==> config.mk <==
export PLATFORM = sky130hd
export DESIGN_NAME = ext_pipe
export DESIGN_NICKNAME = d
export VERILOG_FILES = /design/src/rtl/ext_pipe.sv
export SDC_FILE = /design/constraint.sdc
export NUM_CORES = 1
export LEC_CHECK = 0
export ABC_CLOCK_PERIOD_IN_PS = 1730
export CAP_MARGIN = 20
export CELL_PAD_IN_SITES_DETAIL_PLACEMENT = 0
export CELL_PAD_IN_SITES_GLOBAL_PLACEMENT = 1
export CORE_MARGIN = 1
export CORE_UTILIZATION = 38
export CTS_CLUSTER_DIAMETER = 100
export CTS_CLUSTER_SIZE = 8
export DETAILED_ROUTE_END_ITERATION = 16
export PLACE_DENSITY_LB_ADDON = 0.12
export SLEW_MARGIN = 15
export SYNTH_ARGS = -nofsm -noshare
export SYNTH_HDL_FRONTEND = slang
export SYNTH_SLANG_ARGS = --single-unit
==> constraint.sdc <==
create_clock -name clk -period 1.73 [get_ports clk]
set_clock_uncertainty 0.2 [all_clocks]
set_input_delay 0.2595 -clock clk [delete_from_list [all_inputs] [get_ports clk]]
set_output_delay 0.2595 -clock clk [all_outputs]
set_load 0.01 [all_outputs]
==> src/rtl/ext_pipe.sv <==
// Registered immediate extender: sx/zx/high/shifted modes, illegal-op flag, 1-cycle latency.
// Two-entry skid (M drives outputs, S absorbs one extra); in_ready = !S.valid, straight from a flop.
module ext_pipe #(
   parameter int IMM_W  = 16,
   parameter int DATA_W = 32,
   parameter int SHIFT  = 2,
   parameter int TAG_W  = 32
) (
   input  logic              clk,
   input  logic              reset_n,
   input  logic              flush,
   input  logic              in_valid,
   output logic              in_ready,
   input  logic [IMM_W-1:0]  imm,
   input  logic [2:0]        EOp,
   input  logic [TAG_W-1:0]  tag_in,
   output logic              out_valid,
   input  logic              out_ready,
   output logic [DATA_W-1:0] ext,
   output logic [TAG_W-1:0]  tag_out,
   output logic              illegal,
   output logic              err_sticky
);

   typedef struct packed {
      logic [DATA_W-1:0] ext;
      logic [TAG_W-1:0]  tag;
      logic              ill;
   } ent_t;

   ent_t              in_ent;
   ent_t              m_q;
   ent_t              s_q;
   logic              m_vld;
   logic              s_vld;
   logic              acc;
   logic              m_free;
   logic [DATA_W-1:0] sx;
   logic [DATA_W-1:0] zx;

   assign sx = {{(DATA_W-IMM_W){imm[IMM_W-1]}}, imm};
   assign zx = {{(DATA_W-IMM_W){1'b0}}, imm};

   always_comb begin
      in_ent     = '0;
      in_ent.tag = tag_in;
      unique case (EOp)
         3'b000:  in_ent.ext = sx;
         3'b001:  in_ent.ext = zx;
         3'b010:  in_ent.ext = {imm, {(DATA_W-IMM_W){1'b0}}};
         3'b011:  in_ent.ext = sx << SHIFT;
         3'b100:  in_ent.ext = zx << SHIFT;
         default: in_ent.ill = 1'b1;
      endcase
   end

   assign acc    = in_valid & in_ready;
   assign m_free = ~m_vld | out_ready;

   // S is only ever occupied while M is, so M refills from S before taking new data.
   always_ff @(posedge clk or negedge reset_n) begin
      if (!reset_n) begin
         m_vld      <= 1'b0;
         s_vld      <= 1'b0;
         m_q        <= '0;
         s_q        <= '0;
         err_sticky <= 1'b0;
      end else begin
         if (flush) begin
            m_vld <= 1'b0;
            s_vld <= 1'b0;
         end else if (m_free) begin
            if (s_vld) begin
               m_q   <= s_q;
               m_vld <= 1'b1;
               s_vld <= acc;
               if (acc) s_q <= in_ent;
            end else begin
               m_vld <= acc;
               if (acc) m_q <= in_ent;
            end
         end else if (acc) begin
            s_vld <= 1'b1;
            s_q   <= in_ent;
         end
         if (!flush && acc && in_ent.ill) err_sticky <= 1'b1;
      end
   end

   assign in_ready  = ~s_vld;
   assign out_valid = m_vld;
   assign ext       = m_q.ext;
   assign tag_out   = m_q.tag;
   assign illegal   = m_q.ill;

endmodule

==> results by group <==
Place
  – Port Buffers: roughly 120
  – Placer Congestion: 0.766
  – DPL Wire Length: 12500 um
  – Placed instance area: between 8000 and 9000 um^2

Floorplan
  – Initial Util: 0.395
  – Die H: 134 um
  – Die Wd: 134 um
  – Core Region: 16800 um^2
  – Core Rows: 47
  – Die area: roughly 18000 um^2
  – I/O Pins: around 120

Timing
  – Max-slew violation count: 0
  – Worst Max-Slew Pin Slew: 0.388 ns
  – Final period util: 0.964
  – Hold WS: between 0.1 and 0.15 ns
  – Setup-failing EPs final: 0
  – Final hold violation count: 0
  – Fmax: 599 MHz
  – Min Tclk post-route: around 1.7 ns
  – Slew HR: 0.738

Yosys
  – Mux cell area share after synthesis: 0.192
  – Synthesis-stage register bit count: about 130
  – Main combinational cell family by area after synthesis: multiplexers
  – Syn_nets: between 600 and 700
  – Synthesis Warnings: 0
  – Simple-gate share of the synthesized area: 0.0798
  – Synth Area in Compound Gates: 0.169
  – Synth Area in Adders: 0
  – Cells after Synth: between 500 and 600
  – Synth Area in XOR/XNOR: 0
  – Register area share after synthesis: 0.501
  – Syn Std Cell Area: 6640 um^2
  – Syn_area_per_cell: 11.7 um^2
  – Post-synthesis cell type count: just over 50

Worst setup path
  – Critical path type: register to register
  – Setup crit start kind: register
  – Critical path cell sequence: nor2_4, nand3_4, buf_12, mux2_1
  – Largest stage delay on the critical path: ~0.53 ns
  – Setup crit end kind: register
  – CP max FO: 18
  – Critical Path AT: around 1.8 ns
  – Worst EP required: 1.82 ns
  – Slowest-stage cell, CP: dfrtp_4

Final layout
  – FF/Latch Area: between 3000 and 4000 um^2
  – Fin nets: 794
  – Antenna Cells: 0
  – Multi-input combinational cell area: about 3000 um^2
  – Syn-to-layout area delta: 39.1%
  – Final Instance Area: 9240 um^2
  – Filler cells: ~1.5k
  – Share of cells above drive strength 1: 0.252

CTS
  – CTS sink cnt: 133
  – H-tree Lvls: 4
  – Worst skew pair latency: 0.41 ns
  – TritonCTS buffer count: 17
  – CTS tree: done
  – Clk slew on worst S/H paths: 0.06 ns
  – Longest Clk Path Bufs: 2
  – Root Driver: clkbuf_16

Global routing
  – Tot GR Track Use: 0.211
  – Largest net degree at the start of global routing: 44
  – Vias in the first global route: between 5k and 6k
  – Overflow after GRT: 0
  – Initial antenna violation count: 0
  – First-pass GRT wire length: 29200 um

Drt
  – Via/cell ratio: 5.41
  – DRC errors left: 0
  – Via Count: about 5.2k
  – Drt pass-1 iters: 5
  – Antenna-violating nets left: 0
  – Drt total wl: between 15000 and 20000 um
  – Avg WL per Cell: roughly 19 um
  – Drt first-iter violations: between 200 and 250

Pwr
  – VDD IR max: between 0.0007 and 0.0008 V
  – Leak: between 0.004 and 0.005 uW
  – Final Power: ~9600 uW
  – Power Density: about 1000 nW/um^2

Outcome
  – Outcome: finished clean

Run
  – Max-cap violation count: 0

Min path
  – Hold Crit Class: input pin to async pin
[cell usage in the layout, fill, tap and decap left out, drive strengths merged, types with 2 or more instances in the layout]
cell           count
dfrtp            133
o21ai             97
buf               81
dlygate4sd2       67
mux2i             64
clkdlybuf4s50     53
mux2              50
inv               25
clkbuf            23
o211ai            20
nand4             19
nand2             15
nor4bb            14
a221oi            13
nor3              10
a21boi             9
a211o              9
a21oi              6
nor2               6
nand2b             3
clkinvlp           3
clkinv             3
and2               2
a31oi              2
bufinv             2
nor2b              2
o21bai             2
nand3              2
[cells in the mapped netlist, drive strengths merged]
library cell,count,share of area
a211o,9,0.012
a211oi,1,0.0011
a21boi,9,0.010
a21oi,6,0.0045
a221oi,13,0.026
a22o,1,0.0013
a31oi,2,0.0019
and2,2,0.0019
and2b,1,0.0011
and3b,1,0.0013
buf,30,0.031
clkbuf,24,0.014
dfrtp,133,0.50
inv,23,0.013
mux2,50,0.095
mux2i,64,0.096
nand2,15,0.0089
nand2b,3,0.0028
nand3,2,0.0030
nand4,19,0.018
nor2,6,0.0041
nor2b,2,0.0023
nor3,10,0.0083
nor3b,1,0.0011
nor4b,1,0.0023
nor4bb,14,0.021
o2111ai,1,0.0023
o211a,1,0.0015
o211ai,20,0.023
o21ai,97,0.078
o21ba,1,0.0015
o21bai,2,0.0040
o2bb2ai,1,0.0013
o31ai,1,0.0011
or4b,1,0.0021
or4bb,1,0.0017
[registers in the layout (all words and copies together) (netlist names)]
register    flops
err_sticky      1
ext            32
illegal         1
out_valid       1
s_q            65
s_vld           1
tag_out        32
[metrics by stage]
stage / TNS (ns) / utilization / cells / worst slack (ns)
after detailed placement: -35.66 / 0.513 / 935 / -0.385
after global placement: -34.07 / 0.513 / 935 / -0.361
final: 0 / 0.550 / 970 / 0.0618
after CTS: -0.0104 / 0.544 / 967 / -0.00525
after global routing: -0.00334 / 0.550 / 970 / -0.00334
after floorplan: 0 / - / 568 / 0.0263
[routing by layer]
metal,part of all wire,up-vias,GRT usage
li1,-,2430,-
met1,0.47,2648,0.290
met2,0.47,153,0.339
met3,0.039,17,0.0340
met4,0.015,0,0.0724
met5,0,-,0
[where the power goes]
group	internal (uW)	switching (uW)	leakage [uW]
clock	2240	1390	0.000282
sequential	3730	321	0.00167
combinational	1030	877	0.00239
[path summary, 6_finish.rpt]
kind	start	end	slack, ns	depth (start not counted)
worst max register to register	s_vld$_DFFE_PN0P_	s_q[57]$_DFFE_PN0P_	0.06	4
min in group clk	err_sticky$_DFFE_PN0P_	err_sticky$_DFFE_PN0P_	0.28	1
worst min register to register	err_sticky$_DFFE_PN0P_	err_sticky$_DFFE_PN0P_	0.28	1
worst max-delay path	s_vld$_DFFE_PN0P_	s_q[57]$_DFFE_PN0P_	0.06	4
max in group asynchronous	reset_n	tag_out[21]$_DFFE_PN0P_	0.60	3
worst min-delay path	reset_n	ext[26]$_DFFE_PN0P_	0.11	2
[logic make-up after synthesis]
logic type | count (synthesis)
flip-flops | 133
AND/OR/NAND/NOR | 79
multiplexers | 114
buffers and inverters | 77
AO/OA/AOI/OAI | 165
[cell type report]
class,count,share of cell area
clock buffers,21,0.0509
clock inverters,10,0.0133
inverters,23,0.00934
multi-input cells,358,0.324
flip-flops and latches,133,0.360
well taps,220,0.0298
repair buffers,205,0.213
[worst max-delay path: cells and delay by family (launching register included)]
family / cells / cell delay [ns]
buffers and inverters: 1 / 0.19
AND/OR/NAND/NOR: 2 / 0.29
flip-flops: 1 / 0.53
multiplexers: 1 / 0.33
[repair_timing]
action	in CTS	in global routing
endpoints found under the hold margin	133	0
cloned	0	1
buffers inserted	0	2
endpoints found under the setup margin	79	27
gates resized for setup	73	10
hold buffers	1	0
(Power assumes the default switching activity.)
